## src/rtl/mem_wait_controller_if.sv

```systemverilog
// CPU/RAM bus bundle for mem_wait_controller: load/store handshake plus RAM strobes.
// slave = the controller; master = the requester and RAM side.
interface mem_wait_controller_if #(
    parameter int width      = 16,
    parameter int addr_width = 8
);
    logic                  req;
    logic                  we;
    logic [addr_width-1:0] addr;
    logic [width-1:0]      wdata;
    logic                  ready;
    logic [width-1:0]      rdata;
    logic                  error;
    logic                  mem_en;
    logic                  mem_we;
    logic [addr_width-1:0] mem_addr;
    logic [width-1:0]      mem_wdata;
    logic [width-1:0]      mem_rdata;

    modport slave (
        input  req, we, addr, wdata, mem_rdata,
        output ready, rdata, error, mem_en, mem_we, mem_addr, mem_wdata
    );

    modport master (
        output req, we, addr, wdata, mem_rdata,
        input  ready, rdata, error, mem_en, mem_we, mem_addr, mem_wdata
    );
endinterface

```

## src/rtl/mem_wait_controller.sv

```systemverilog
// Single-outstanding memory access controller with a fixed RAM wait-state window.
// Optional read bypass of a repeated address is enabled by defining MEMCTRL_READ_BYPASS_EN.
module mem_wait_controller #(
    parameter int width       = 16,
    parameter int addr_width  = 8,
    parameter int mem_depth   = 1 << addr_width,
    parameter int wait_states = 2
) (
    input logic                 clk,
    input logic                 rst,
    mem_wait_controller_if.slave bus
);
    localparam logic [0:0] IDLE   = 1'b0;
    localparam logic [0:0] ACCESS = 1'b1;

    // One extra bit so mem_depth == 2**addr_width cannot wrap the bound.
    localparam logic [addr_width:0] max_addr = (addr_width + 1)'(mem_depth - 1);
    localparam logic [3:0]          ws_init  = 4'(wait_states);

    logic [0:0] state;
    logic [3:0] cnt;
    logic       pend;
    logic       pend_err;
    logic       oor;
    logic       hit;
    logic       done;

    assign oor  = {1'b0, bus.addr} > max_addr;
    assign done = (state == ACCESS) && (cnt == 4'd0);

`ifdef MEMCTRL_READ_BYPASS_EN
    logic [addr_width-1:0] last_addr;
    logic                  last_valid;

    assign hit = last_valid && !bus.we && (bus.addr == last_addr);

    always_ff @(posedge clk) begin
        if (rst) begin
            last_valid <= 1'b0;
            last_addr  <= '0;
        end else if (done) begin
            if (bus.mem_we) begin
                last_valid <= 1'b0;
            end else begin
                last_valid <= 1'b1;
                last_addr  <= bus.mem_addr;
            end
        end
    end
`else
    assign hit = 1'b0;
`endif

    // Error and bypass responses park in pend for one cycle so their latency
    // matches a zero-wait access; the held req is not re-accepted meanwhile.
    always_ff @(posedge clk) begin
        if (rst) begin
            state         <= IDLE;
            cnt           <= '0;
            pend          <= 1'b0;
            pend_err      <= 1'b0;
            bus.ready     <= 1'b0;
            bus.error     <= 1'b0;
            bus.rdata     <= '0;
            bus.mem_en    <= 1'b0;
            bus.mem_we    <= 1'b0;
            bus.mem_addr  <= '0;
            bus.mem_wdata <= '0;
        end else begin
            bus.ready <= 1'b0;
            case (state)
                IDLE: begin
                    if (pend) begin
                        pend      <= 1'b0;
                        bus.ready <= 1'b1;
                        bus.error <= pend_err;
                    end else if (bus.req) begin
                        if (oor || hit) begin
                            pend     <= 1'b1;
                            pend_err <= oor;
                        end else begin
                            state         <= ACCESS;
                            cnt           <= ws_init;
                            bus.mem_en    <= 1'b1;
                            bus.mem_we    <= bus.we;
                            bus.mem_addr  <= bus.addr;
                            bus.mem_wdata <= bus.wdata;
                        end
                    end
                end
                ACCESS: begin
                    if (cnt != 4'd0) begin
                        cnt <= cnt - 4'd1;
                    end else begin
                        state      <= IDLE;
                        bus.mem_en <= 1'b0;
                        bus.mem_we <= 1'b0;
                        bus.ready  <= 1'b1;
                        bus.error  <= 1'b0;
                        if (!bus.mem_we) bus.rdata <= bus.mem_rdata;
                    end
                end
                default: state <= IDLE;
            endcase
        end
    end
endmodule

```

## src/flat_wrapper.sv

```systemverilog
// flat-port wrapper written by rule: the top's interface ports become plain ports
module mem_wait_controller_flat 
#(
    parameter int width       = 16,
    parameter int addr_width  = 8,
    parameter int mem_depth   = 1 << addr_width,
    parameter int wait_states = 2
)
  (clk, rst, bus_req, bus_we, bus_addr, bus_wdata, bus_mem_rdata, bus_ready, bus_rdata, bus_error, bus_mem_en, bus_mem_we, bus_mem_addr, bus_mem_wdata);
  mem_wait_controller_if #(.width(width), .addr_width(addr_width)) bus_i ();
  input logic clk;
  input logic rst;
  input wire logic [$bits(bus_i.req)-1:0] bus_req;
  input wire logic [$bits(bus_i.we)-1:0] bus_we;
  input wire logic [$bits(bus_i.addr)-1:0] bus_addr;
  input wire logic [$bits(bus_i.wdata)-1:0] bus_wdata;
  input wire logic [$bits(bus_i.mem_rdata)-1:0] bus_mem_rdata;
  output wire logic [$bits(bus_i.ready)-1:0] bus_ready;
  output wire logic [$bits(bus_i.rdata)-1:0] bus_rdata;
  output wire logic [$bits(bus_i.error)-1:0] bus_error;
  output wire logic [$bits(bus_i.mem_en)-1:0] bus_mem_en;
  output wire logic [$bits(bus_i.mem_we)-1:0] bus_mem_we;
  output wire logic [$bits(bus_i.mem_addr)-1:0] bus_mem_addr;
  output wire logic [$bits(bus_i.mem_wdata)-1:0] bus_mem_wdata;
  assign bus_i.req = bus_req;
  assign bus_i.we = bus_we;
  assign bus_i.addr = bus_addr;
  assign bus_i.wdata = bus_wdata;
  assign bus_i.mem_rdata = bus_mem_rdata;
  assign bus_ready = bus_i.ready;
  assign bus_rdata = bus_i.rdata;
  assign bus_error = bus_i.error;
  assign bus_mem_en = bus_i.mem_en;
  assign bus_mem_we = bus_i.mem_we;
  assign bus_mem_addr = bus_i.mem_addr;
  assign bus_mem_wdata = bus_i.mem_wdata;
  mem_wait_controller #(.width(width), .addr_width(addr_width), .mem_depth(mem_depth), .wait_states(wait_states)) u_core (.clk(clk), .rst(rst), .bus(bus_i));
endmodule
```

## config.mk

```make
export PLATFORM = sky130hd
export DESIGN_NAME = mem_wait_controller_flat
export DESIGN_NICKNAME = d
export VERILOG_FILES = /design/src/rtl/mem_wait_controller_if.sv /design/src/rtl/mem_wait_controller.sv /design/src/flat_wrapper.sv
export SDC_FILE = /design/constraint.sdc
export NUM_CORES = 1
export LEC_CHECK = 0
export CORE_MARGIN = 1.5
export CORE_UTILIZATION = 30
export DETAILED_ROUTE_END_ITERATION = 8
export PLACE_DENSITY = 0.69
export SYNTH_ARGS = -nofsm -noshare
export SYNTH_HDL_FRONTEND = slang
export SYNTH_SLANG_ARGS = --single-unit
```

## constraint.sdc

```tcl
create_clock -name clk -period 3.2 [get_ports clk]
set_clock_uncertainty 0.05 [all_clocks]
set_input_delay 0.96 -clock clk [delete_from_list [all_inputs] [get_ports clk]]
set_output_delay 0.96 -clock clk [all_outputs]
set_load 0.05 [all_outputs]
```

# Word level (Yosys, flattened, before mapping)
# Cells that the tools add are included.
# word_totals
reg_bits,49
in_bits,44
# op_classes
add_sub_neg,1
eq_ne,3
mux,14
n_bitwise,3
n_reduce_logical,6
# ops
op,n
$mux 4,2
$pmux 1 s2,4
$pmux 4 s2,1
$reduce_and 2->1,4
$mux 1,7
$ne 2x2->1 const B,3
$reduce_bool 4->1,1
$sub 4x1->4 const B,1
$not 1->1,3
$reduce_and 3->1,1

# Longest topological paths before layout
# logic_depth
word_depth,3
depth_mapped,6
depth_no_buf,5

# Worst setup path before layout
# No wires, ideal clock.
# synth_timing
kind,input to register
start,input rst
end,register u_core.bus.mem_en
arrival_time_ns,1.755
required_ns,3.018
setup_slack_ns,1.264
stages,4
n_path_buf,3
path_cell_list,clkbuf_1 > clkbuf_1 > clkbuf_1 > nor3_1
# synth_rtl
element,line_no,source
start: declaration,flat_wrapper.sv:12,input logic rst;
end signal: assignment,mem_wait_controller.sv:65,bus.mem_en <= 1'b0;
end signal: assignment,mem_wait_controller.sv:84,bus.mem_en <= 1'b1;
end signal: assignment,mem_wait_controller.sv:96,bus.mem_en <= 1'b0;
end: declaration,mem_wait_controller_if.sv:22,"output ready, rdata, error, mem_en, mem_we, mem_addr, mem_wdata"
# No word-level cell between the ends.

# Worst setup path after layout
# layout_timing
start,register u_core.bus.mem_we
end,output bus_mem_we
# layout_rtl
element,line_no,source
start: declaration,mem_wait_controller_if.sv:22,
start signal: assignment,mem_wait_controller.sv:85,bus.mem_we <= bus.we;
end: declaration,flat_wrapper.sv:22,output wire logic [$bits(bus_i.mem_we)-1:0] bus_mem_we;
# No word-level cell between the ends.

==> results.cfg <==
[setup_path]
r2r-end = u_core.bus.rdata[10]
path_cells = clkdlybuf4s50_1
critPathLaunchType = flip-flop
path_buf_inv = 1
max_stage_delay_ns = 0.85
crit_type = flip-flop to output pin
r2r_cells = 5
rrSetupSlack_ns = 1.19
crit_family = buffers and inverters
end_kind = output pin
crit_arrival_ns = 1.55
worstReg2RegStart = u_core.cnt[0]
cp.required_ns = 2.19
cp_slowest_cell = clkdlybuf4s50_1
path_max_fanout = 3

[global_routing]
use_met2_pct = 21.3
grt.overflow.total = 0
grtUsageMet1_pct = 16.0
grt-busiest-layer = met2
grt_pass1_wl_mm = 7.02
use_met3_pct = 6.48
grt.total_usage_pct = 13.4
antenna_found_initial = 0
grt_pass1_vias = 1587
grt_max_degree = 47

[sta]
setup-violations-final = 0
setup_tns_ns = 0
rsz0062_at_grt = no
finalCritPeriodShare_pct = 80.0
maxSlewHeadroom_pct = 33.7
fmax_mhz = 391
finalCriticalPeriod_ns = 2.56
slew_violations = 0
hold_viol = 0
worst_pin_slew_ns = 0.992
fin_ws_ns = 0.641

[route]
drtAntennaViolNets = 0
first_pass_iters = 4
drc_errors = 0
vias_per_cell = 4.47
drt_wl_total_mm = 4.41
dr_total_vias = 1658
initialDrtViolationCount = 65
wl_per_cell_um = 11.9

[hold_path]
min_to = u_core.bus.mem_wdata[7]
min-delay-start = u_core.bus.mem_wdata[7]
hold_path_class = flip-flop to flip-flop
hold_depth = 2

[clocking]
cts_tree = built
clkSlewWorstSetupHoldPaths_ns = 0.09
postCtsSetupBuffers = 0
cts_buffer_depth = 2
cts_made_buffers = 5
holdBufCountCts = 0
cts_htree_levels = 2
cts.sinks = 48
clk_latency_ns = 0.30
post_cts_resized = 0
cts_root_buffer = clkbuf_8

[synth]
synth_warnings = 0
synth_seq_area_share_pct = 50.6
synthCells = 214
avgSynthCellArea_um2 = 8.88
syn_nets = 260
yosys.cell_types.count = 25
synthesis.area_um2 = 1900
synth-seq-cells = 48

[final_layout]
fin_area_um2 = 2940
post-route-util_pct = 48.8
final_common_cell = clkdlybuf4s50_1
final_net_count = 342
drive_above_1_share_pct = 5.41
n_antenna_cell = 0
area_growth_pct = 54.8
final_cell_mix = clkdlybuf4s50_1 (85), nand2_1 (49), dfxtp_1 (48)
fillers = 577

[flow_run]
drv_cap = 0

[place]
place_area_um2 = 2810
io_buffers = 86
gp_congestion = 0.680
place_ws_ns = 0.865
dpl.hpwl_mm = 2.96

[die]
core-area_um2 = 6030
die_w_um = 82.6
rows = 28
start_util_pct = 31.5
io-pin-count = 88
die_h_um = 82.6
die_area_um2 = 6820

[pwr]
leakagePower_nw = 1.08
fin_total_pwr_w = 0.00153
power_density_nw_per_um2 = 521
peakVddDrop_mv = 0.212

[run_status]
outcome = complete, no violations
==> area by class of cell <==
| type | instances | area, um2 | share of cell area [%] |
|---|---|---|---|
| sequential | 48 | 961 | 32.7 |
| timing repair buffer | 90 | 886 | 30.1 |
| multi-input combinational | 149 | 863 | 29.4 |
| tap | 75 | 93.8 | 3.19 |
| clock buffer | 5 | 68.8 | 2.34 |
| clock inverter | 2 | 60.1 | 2.04 |
| inverter | 2 | 7.51 | 0.255 |
==> stage by stage <==
stage,hold slack [ns],std cells
6_report,0.406,371
3_3_place_gp,0.391,364
4_1_cts,0.409,371
5_1_grt,0.430,371
3_5_place_dp,0.395,364
2_1_floorplan,0.401,214
==> metal layers <==
| layer | up-vias | wire length (um) |
|---|---|---|
| met2 | 63 | 1830 |
| met1 | 733 | 2070 |
| li1 | 857 | - |
| met5 | - | 0 |
| met4 | 0 | 39 |
| met3 | 5 | 471 |
==> Yosys cell counts, drive strengths merged <==
master  instances  area, um2
or3             1       6.26
o21ai           1       5.00
ha              2       25.0
nand3           2       10.0
mux2            1       11.3
nor3            5       36.3
nand2          49        184
mux2i          17        170
or4b            1       10.0
inv             2       7.51
a21oi          27        135
clkbuf          9       33.8
conb            1       3.75
or3b            1       8.76
nor2            3       11.3
nor2b           1       6.26
o211a           1       10.0
nand2b         35        219
dfxtp          48        961
buf             6       36.3
a311oi          1       8.76
==> sequential cells by signal, summed over array words and instances, names as in the netlist <==
name / cells
u_core.bus.mem_wdata: 16
u_core.bus.rdata: 16
u_core.bus.mem_addr: 8
u_core.cnt: 4
u_core.bus.mem_en: 1
u_core.bus.mem_we: 1
u_core.bus.ready: 1
u_core.state: 1
==> where the power goes <==
part / switching [W] / internal [W]
combinational: 0.000215 / 0.000150
clock: 0.000200 / 0.000308
sequential: 0.0000216 / 0.000636
==> cells by family (layout without fill, tap and decap cells) <==
family	Yosys count	after routing	synth area share, %
adder cells (fa/ha/maj)	2	2	1.32
AO/OA/AOI/OAI	30	30	8.37
other	1	1	0.197
AND/OR/NAND/NOR	98	98	25.9
flip-flops	48	48	50.6
buffers and inverters	17	99	4.08
multiplexers	18	18	9.55
==> worst max path at each step <==
stage / from / to / cells past startpoint
6_report: u_core.bus.mem_we / bus_mem_we / 1
5_1_grt: u_core.bus.mem_we / bus_mem_we / 1
4_1_cts: u_core.bus.mem_we / bus_mem_we / 1
3_5_place_dp: bus_req / u_core.cnt[0] / 5
3_3_place_gp: bus_req / u_core.cnt[0] / 5
2_1_floorplan: rst / u_core.bus.mem_en / 4
==> worst register-to-register path, cell delays in order, from the launching register on <==
cell,delay [ns]
dfxtp_1,0.33
inv_1,0.11
ha_1,0.18
nand2b_1,0.18
nor3_4,0.81
mux2i_1,0.28
(Power assumes the default switching activity.)
